==> config.mk <==
export PLATFORM = sky130hd
export DESIGN_NAME = neuron_mac
export DESIGN_NICKNAME = d
export VERILOG_FILES = /design/src/rtl/neuron_mac.sv
export SDC_FILE = /design/constraint.sdc
export NUM_CORES = 1
export LEC_CHECK = 0
export BUFFER_PORTS_ARGS = -buffer_cell sky130_fd_sc_hd__buf_2
export CAP_MARGIN = 0
export CORE_MARGIN = 2
export CORE_UTILIZATION = 35
export DETAILED_ROUTE_END_ITERATION = 16
export PLACE_DENSITY = 0.61
export SYNTH_ARGS = -nofsm -noshare
export SYNTH_HDL_FRONTEND = slang
export SYNTH_SLANG_ARGS = --single-unit
==> constraint.sdc <==
create_clock -name clk -period 13.1 [get_ports clk]
set_input_delay 0.655 -clock clk [delete_from_list [all_inputs] [get_ports clk]]
set_output_delay 0.655 -clock clk [all_outputs]
set_load 0.02 [all_outputs]
==> src/rtl/neuron_mac.sv <==
// Single-neuron multiply-accumulate: streams activations against weight memory, adds bias, emits one Q-format result.
// Build option: define NEURON_RELU_EN for a ReLU output (hidden layers); otherwise the output is signed linear.
module neuron_mac #(
  parameter int                            numWeights = 784,
  parameter int                            addrWidth  = 10,
  parameter int                            dataWidth  = 16,
  parameter int                            fracBits   = 8,
  parameter logic signed [dataWidth-1:0]   biasValue  = '0
) (
  input  logic                          clk,
  input  logic                          rst_n,
  input  logic                          in_valid,
  output logic                          in_ready,
  input  logic signed [dataWidth-1:0]   in_data,
  output logic                          ren,
  output logic [addrWidth-1:0]          raddr,
  input  logic signed [dataWidth-1:0]   wout,
  output logic                          out_valid,
  output logic signed [dataWidth-1:0]   out_data
);

  localparam int ACC_W = 2 * dataWidth + 8;
  localparam logic [addrWidth-1:0]      LAST_IDX = addrWidth'(numWeights - 1);
  localparam logic signed [ACC_W-1:0]   ACC_MAX  = {1'b0, {(ACC_W-1){1'b1}}};
  localparam logic signed [ACC_W-1:0]   ACC_MIN  = {1'b1, {(ACC_W-1){1'b0}}};
  localparam logic signed [dataWidth-1:0] DATA_MAX = {1'b0, {(dataWidth-1){1'b1}}};
  localparam logic signed [dataWidth-1:0] DATA_MIN = {1'b1, {(dataWidth-1){1'b0}}};

  typedef enum logic [1:0] {ST_ACCUM, ST_WAIT, ST_BIAS, ST_OUT} state_t;

  state_t                        r_state;
  logic [addrWidth-1:0]          r_cnt;
  logic signed [ACC_W-1:0]       r_acc;
  logic signed [dataWidth-1:0]   r_x_d;
  logic                          r_mul_vld;
  logic                          r_in_ready;
  logic                          r_out_valid;
  logic signed [dataWidth-1:0]   r_out_data;

  logic                          w_accept;
  logic signed [2*dataWidth-1:0] w_prod;
  logic signed [ACC_W-1:0]       w_prod_ext;
  logic signed [ACC_W-1:0]       w_bias_ext;
  logic signed [ACC_W-1:0]       w_shifted;
  logic [ACC_W-dataWidth:0]      w_upper;
  logic signed [dataWidth-1:0]   w_sat;
  logic signed [dataWidth-1:0]   w_result;

  function automatic logic signed [ACC_W-1:0] f_sat_add(input logic signed [ACC_W-1:0] a,
                                                        input logic signed [ACC_W-1:0] b);
    logic signed [ACC_W:0] s;
    s = {a[ACC_W-1], a} + {b[ACC_W-1], b};
    if (s[ACC_W] != s[ACC_W-1]) return s[ACC_W] ? ACC_MIN : ACC_MAX;
    return s[ACC_W-1:0];
  endfunction

  assign w_accept   = in_valid && r_in_ready;
  assign w_prod     = r_x_d * wout;
  assign w_prod_ext = {{(ACC_W-2*dataWidth){w_prod[2*dataWidth-1]}}, w_prod};
  assign w_bias_ext = {{(ACC_W-dataWidth-fracBits){biasValue[dataWidth-1]}}, biasValue, {fracBits{1'b0}}};
  assign w_shifted  = r_acc >>> fracBits;
  // The shifted value fits the output width only when all bits above its sign bit match it.
  assign w_upper    = w_shifted[ACC_W-1:dataWidth-1];

  always_comb begin
    w_sat = w_shifted[dataWidth-1:0];
    if (!((&w_upper) || (~|w_upper))) w_sat = w_shifted[ACC_W-1] ? DATA_MIN : DATA_MAX;
  end

`ifdef NEURON_RELU_EN
  assign w_result = w_sat[dataWidth-1] ? '0 : w_sat;
`else
  assign w_result = w_sat;
`endif

  always_ff @(posedge clk or negedge rst_n) begin
    if (!rst_n) begin
      r_state     <= ST_ACCUM;
      r_cnt       <= '0;
      r_acc       <= '0;
      r_x_d       <= '0;
      r_mul_vld   <= 1'b0;
      r_in_ready  <= 1'b0;
      r_out_valid <= 1'b0;
      r_out_data  <= '0;
    end else begin
      r_out_valid <= 1'b0;
      r_mul_vld   <= w_accept;
      if (w_accept) begin
        r_x_d <= in_data;
        r_cnt <= (r_cnt == LAST_IDX) ? '0 : r_cnt + 1'b1;
      end
      case (r_state)
        ST_ACCUM: begin
          if (r_mul_vld) r_acc <= f_sat_add(r_acc, w_prod_ext);
          if (w_accept && (r_cnt == LAST_IDX)) begin
            r_in_ready <= 1'b0;
            r_state    <= ST_WAIT;
          end else begin
            r_in_ready <= 1'b1;
          end
        end
        // The final product lands here, one edge after its sample was accepted.
        ST_WAIT: begin
          if (r_mul_vld) r_acc <= f_sat_add(r_acc, w_prod_ext);
          r_state <= ST_BIAS;
        end
        ST_BIAS: begin
          r_acc   <= f_sat_add(r_acc, w_bias_ext);
          r_state <= ST_OUT;
        end
        ST_OUT: begin
          r_out_data  <= w_result;
          r_out_valid <= 1'b1;
          r_acc       <= '0;
          r_in_ready  <= 1'b1;
          r_state     <= ST_ACCUM;
        end
        default: r_state <= ST_ACCUM;
      endcase
    end
  end

  assign in_ready  = r_in_ready;
  assign ren       = w_accept;
  assign raddr     = r_cnt;
  assign out_valid = r_out_valid;
  assign out_data  = r_out_data;

endmodule

==> metrics.md, run 1 <==
| Metric | Value |
|---|---|
| H-tree levels | `3` |
| Non-filler cells, final | `2,402` |
| Ports | `64` |
| Tcrit/Tclk final | `61.1%` |
| Largest net degree at the start of global routing | `81` |
| First-pass DRT Iterations | `5` |
| WP data arrival | `8280 ps` |
| Syn. warnings | `0` |
| Unrepaired setup endpoints after global routing | `no` |
| Placed cell count | `between 2,000 and 2,500` |
| Top cell type's share of synthesized area | `40.7%` |
| Synth Area per Inst | `approximately 9.3 sq um` |
| Total clock buffers created by CTS | `9` |
| Clock slew at reported path FFs | `70 ps` |
| Number of synthesized flops with an enable pin | `0` |
| Yosys reg bits | `87` |
| Setup TNS after final layout | `0 ps` |
| Status | `completed` |
| Gate Count Post-Synth | `1,769` |
| Tmin final | `around 8000 ps` |
| Die Span Y | `221 um` |
| Rel. slew slack | `19.3%` |
| Final ANT Viol Nets | `0` |
| Syn-to-layout area delta | `7.26%` |
| DR vias | `11,500` |
| Max_cap viols | `0` |
| Pre-CTS setup slack | `4920 ps` |
| F_max | `125 MHz` |
| Synth unique cells | `59` |
| Fillers | `4,719` |
| All-Layer GR Usage | `16.3%` |
| Sequential share of the synthesized area | `13.2%` |
| Initial Utilization | `35.4%` |
| Number of setup buffers added after CTS | `0` |
| Post-DP HPWL | `31.6 mm` |
| CP most frequent cell | `fa_1` |
| First-pass GRT wire length | `62.9 mm` |
| Critical Path Source Type | `register` |
| Hold-fix buffers, CTS | `0` |
| Overflow after GRT | `0` |
| Worst Max-Slew Pin Slew | `roughly 1200 ps` |
| Clk_skew | `10.4 ps` |
| Cts repair resizes | `0` |
| Slowest cell delay on critical path | `870 ps` |
| Slew Viols, Final | `0` |
| CP endpoint kind | `register` |
| Synth area leaders | `fa_1 41%, dfrtp_1 13%, inv_1 9.7%` |
| Hold Crit Class | `input port to asynchronous set/reset pin` |
| N_diodes | `0` |
| Slowest-stage cell, CP | `xnor2_4` |
| Vias in the first global route | `~12,000` |
| Fin worst setup slack | `5090 ps` |
| Longest Clk Path Bufs | `2` |
| Share of cells above drive strength 1 | `between 7 and 8%` |
| Worst-Skew Late Latency | `370 ps` |
| CTS tree | `built` |
| Final core utilization | `a little under two fifths` |
| Core area | `46,500 sq um` |
| Final GP Congestion | `0.848` |
| Setup Crit Path Kind | `register to register` |
| CP cell instances | `nand2_1, inv_1, fa_1, fa_1, inv_1, fa_1, fa_1, inv_1, fa_1, inv_1, fa_1, inv_1, ha_1, and3_1, nand3_1, or3_1, o21ai_1, o22ai_4, xnor2_4, nor2_1, o21ai_0` |
| Width of the die | `221 um` |
| DR vias/cell | `4.79` |
| Top post-synthesis cells by count | `423 x inv_1, 334 x fa_1, 197 x nand2_1` |
| Post-DR wirelength/cell | `15.3 um` |
| Worst Path Max Fanout | `35` |
| Final Hold Fails | `0` |
| Mapped Area | `~16,000 sq um` |
| Largest area contributor in the netlist | `fa_1` |
| Most used standard cell by instance count after synthesis | `inv_1` |
| Clock sink total | `87` |
| Antenna violations before repair | `0` |
| Root buf cell | `clkbuf_16` |
| Req. time, crit path | `approximately 13,000 ps` |
| FP Rows | `79` |
| Buffers on Ports | `63` |
| Iter 0 DRT Violations | `approximately 600` |
| # DRC | `0` |
| Final WL | `36.9 mm` |
| DIE AREA | `48,700 sq um` |
| Top_reg_cell synth | `dfrtp_1` |
| Final Setup Violations | `0` |
| Syn nets | `2,261` |
| Async S/R FF share, synth | `100%` |
| Layout net count | `2,282` |
## placed cells by master (no fill, tap or decap), drive strengths merged, types with 7 or more instances in the layout
cell	synthesis	routed
inv	423	427
fa	334	334
nand2	197	197
ha	123	123
and2	115	115
nor2	90	90
dfrtp	87	87
buf	13	75
o21ai	68	68
a21oi	66	66
xnor2	33	33
a21o	25	25
mux2	18	18
xor2	15	15
nand4	14	14
a31oi	11	11
clkbuf	52	10
nor2b	8	8
nand2b	7	7
o211ai	7	7
## worst max-delay path, delay by kind of cell, from the launching register on
kind,cells,cell delay [ps]
buffers and inverters,5,680
AOI/OAI and AO/OA,3,580
adders and majority gates,7,3980
DFF,1,610
and+or+nand+nor,5,1170
xor gates and xnor gates,1,870
## registers in the layout, indices dropped and copies added (netlist names)
name / cells
r_acc: 40
out_data: 16
r_x_d: 16
raddr: 10
r_state: 2
in_ready: 1
out_valid: 1
r_mul_vld: 1
## final timing paths
| kind | slack (ps) | start | endpoint | depth (start not counted) |
|---|---|---|---|---|
| hold reg to reg | 490 | r_acc[0] | r_acc[0] | 2 |
| setup / recovery | 5090 | r_x_d[15] | r_acc[6] | 21 |
| setup reg to reg | 5090 | r_x_d[15] | r_acc[6] | 21 |
| hold / removal | 110 | rst_n | r_x_d[11] | 1 |
| max in group asynchronous | 11750 | rst_n | r_x_d[5] | 2 |
| min in group clk | 490 | r_acc[0] | r_acc[0] | 2 |
## cell families after synthesis
| family | count (synthesis) | synth area share [%] |
|---|---|---|
| compound gates | 213 | 8.07 |
| fa+ha+maj | 457 | 50.1 |
| mux | 20 | 1.36 |
| flops | 87 | 13.2 |
| buf+inv | 488 | 11.4 |
| simple gates | 456 | 13.2 |
| xor+xnor | 48 | 2.67 |
## final cells by class
class                      instances  area, sq um  area share, %
clock inverter                     6         61.3          0.348
tap                              607          759           4.31
multi-input combinational       1194        12400           70.4
clock buffer                      10          229           1.30
sequential                        87         2180           12.4
timing repair buffer              75          408           2.31
inverter                         423         1590           9.01
## metrics by stage
stage          cell area [sq um]  hold slack (ps)
2_1_floorplan              16400              359
3_3_place_gp               17300              473
3_5_place_dp               17300              486
4_1_cts                    17600             96.0
5_1_grt                    17600              105
6_report                   17600              107
## metal layers
layer / wire length (um) / vias up / part of all wire (%) / GRT usage [%]
met2: 18300 / 182 / 50 / 27.4
met4: 359 / 0 / 0.97 / 2.93
met1: 16900 / 5921 / 46 / 22.8
met5: 0 / - / 0 / 0
li1: - / 5380 / - / -
met3: 1290 / 31 / 3.5 / 1.76
Power of run 1 is left out: the tool's default activity adds up to more than one toggle a clock period on the data nets, which glitch-free logic cannot reach.
==> run 2, diff against run 1 <==
clock period = 7.45 ns   (was 13.1 ns; I/O delays follow)
==> metrics.md, run 2 (synthesis results as in run 1) <==
| Metric | Value |
|---|---|
| Status | `completed` |
| Worst Path Max Fanout | `39 (+11%)` |
| Post-DP HPWL | `33.5 mm (+6.1%)` |
| Clock slew at reported path FFs | `70 ps (about the same)` |
| Most common cell after layout, fill and taps aside | `inv_1` |
| Total clock buffers created by CTS | `9 (unchanged)` |
| Fillers | `4,642 (-1.6%)` |
| Overflow after GRT | `0 (unchanged)` |
| Worst Max-Slew Pin Slew | `1250 ps (+58.6 ps)` |
| Met1 Usage GRT | `24.0% (+1.2 points)` |
| Critical Path Source Type | `register` |
| # DRC | `0 (unchanged)` |
| Longest Clk Path Bufs | `2 (unchanged)` |
| Initial Utilization | `35.4% (unchanged)` |
| Syn-to-layout area delta | `10.2%` |
| Req. time, crit path | `7720 ps (-5650 ps)` |
| Clk_skew | `10.4 ps (+0.0318 ps)` |
| CTS tree | `built` |
| Slew Viols, Final | `0 (unchanged)` |
| Non-filler cells, final | `2,451 (+2.0%)` |
| Final Setup Violations | `0 (unchanged)` |
| Biggest register | `r_acc` |
| Buffers on Ports | `63 (unchanged)` |
| Worst hold path startpoint | `in_data[2]` |
| Met3 Track Usage GR | `2.16% (+0.40 points)` |
| Max reg flops | `40 (unchanged)` |
| CP startpoint | `r_x_d[5]` |
| F_max | `142 MHz (+14%)` |
| WP data arrival | `7310 ps (-970 ps)` |
| Final core utilization | `39.0% (+1.0 points)` |
| Dpl cell area | `17,700 sq um (+1.9%)` |
| Setup Crit Path Kind | `register to register` |
| Clock sink total | `87 (unchanged)` |
| DR vias/cell | `4.87 (+1.7%)` |
| N_diodes | `0 (unchanged)` |
| Tcrit/Tclk final | `94.6% (+33 points)` |
| Max_cap viols | `0 (unchanged)` |
| Rel. slew slack | `15.3% (-4.0 points)` |
| Tmin final | `7050 ps (-962 ps)` |
| Final GP Congestion | `0.911 (+7.4%)` |
| First-pass GRT wire length | `66.7 mm (+5.9%)` |
| GR Layer Usage met2 | `28.8% (+1.3 points)` |
| GRT busiest layer | `met2` |
| Final WL | `39.3 mm (+6.7%)` |
| Share of cells above drive strength 1 | `10.2% (+2.7 points)` |
| Layout net count | `2,331 (+2.1%)` |
| H-tree levels | `3 (unchanged)` |
| First-pass DRT Iterations | `5 (unchanged)` |
| Reg-to-Reg Start | `r_x_d[5]` |
| Width of the die | `221 um (unchanged)` |
| Ports | `64 (unchanged)` |
| Most frequent cells in the layout | `422 x inv_1, 333 x fa_1, 197 x nand2_1, 123 x ha_1, 114 x and2_1` |
| Largest net degree at the start of global routing | `59 (-27%)` |
| Core area | `46,500 sq um (unchanged)` |
| DIE AREA | `48,700 sq um (unchanged)` |
| Root buf cell | `clkbuf_16` |
| All-Layer GR Usage | `17.3% (+1.0 points)` |
| Design Area, Final | `18,100 sq um (+2.7%)` |
| CP endpoint kind | `register` |
| Final Hold Fails | `0 (unchanged)` |
| Iter 0 DRT Violations | `635 (+3.8%)` |
| Unrepaired setup endpoints after global routing | `no` |
| Post-DR wirelength/cell | `16.0 um (+4.5%)` |
| Final ANT Viol Nets | `0 (unchanged)` |
| Placed cell count | `2,428 (+1.8%)` |
| Die Span Y | `221 um (unchanged)` |
| Worst-Skew Late Latency | `360 ps (about the same)` |
| Vias in the first global route | `12,800 (+5.2%)` |
| Hold Crit Class | `input port to register` |
| FP Rows | `79 (unchanged)` |
| DR vias | `11,900 (+3.7%)` |
| Antenna violations before repair | `0 (unchanged)` |
## run 2: cell type report
cell class | count | area, sq um | share of cell area, %
Timing Repair Buffer | 122 | 788 | 4.35
Multi-Input combinational cell | 1196 | 12500 | 68.9
Sequential cell | 87 | 2180 | 12.0
Clock inverter | 7 | 86.3 | 0.477
Inverter | 423 | 1590 | 8.79
Tap cell | 607 | 759 | 4.20
Clock buffer | 9 | 225 | 1.24
## run 2: what timing repair did
| item | 4_1_cts | 5_1_grt |
|---|---|---|
| endpoints found under the setup margin | 0 | 35 |
| hold endpoints to repair | 29 | 0 |
| hold buffers | 1 | 0 |
| setup buffers | 0 | 4 |
| resized for setup | 0 | 8 |
## run 2: routing by layer
layer,vias to the layer above,wire length [um]
met1,6174,17400
met4,0,943
met3,51,1610
met2,248,19300
met5,-,0
li1,5472,-
## run 2: critical path, cell delays in order, from the launching register on
cell and delay [ps]:
dfrtp_1 610, and2_1 270, fa_1 490, inv_1 50
fa_1 490, inv_1 60, fa_1 500, inv_1 50
fa_1 540, inv_1 60, fa_1 490, inv_1 50
fa_1 490, inv_1 50, ha_1 350, a21o_1 240
nor4_2 350, o211ai_1 220, a211oi_2 280, buf_4 190
o21ai_1 110, o22ai_4 360, buf_4 200, o21ai_2 70
buf_12 180, o21ai_0 190
## run 2: final timing paths
check	depth (start not counted)	slack (ps)	endpoint
worst max-delay path	25	400	r_acc[2]
worst min-delay path	2	250	r_x_d[2]
worst max register to register	25	400	r_acc[2]
worst min register to register	2	500	r_acc[0]
max in group asynchronous	3	5760	r_x_d[7]
min in group asynchronous	2	530	r_x_d[12]
## run 2: per-stage QoR
step / hold WS (ps) / worst slack, ps / setup TNS [ps]
floorplan: 76.9 / 515 / 0
global placement: 337 / 117 / 0
detailed placement: 345 / -15.6 / -33.6
CTS: 244 / 19.9 / 0
global route: 248 / 29.7 / 0
finish: 250 / 403 / 0
Power of run 2 is left out for the same reason.
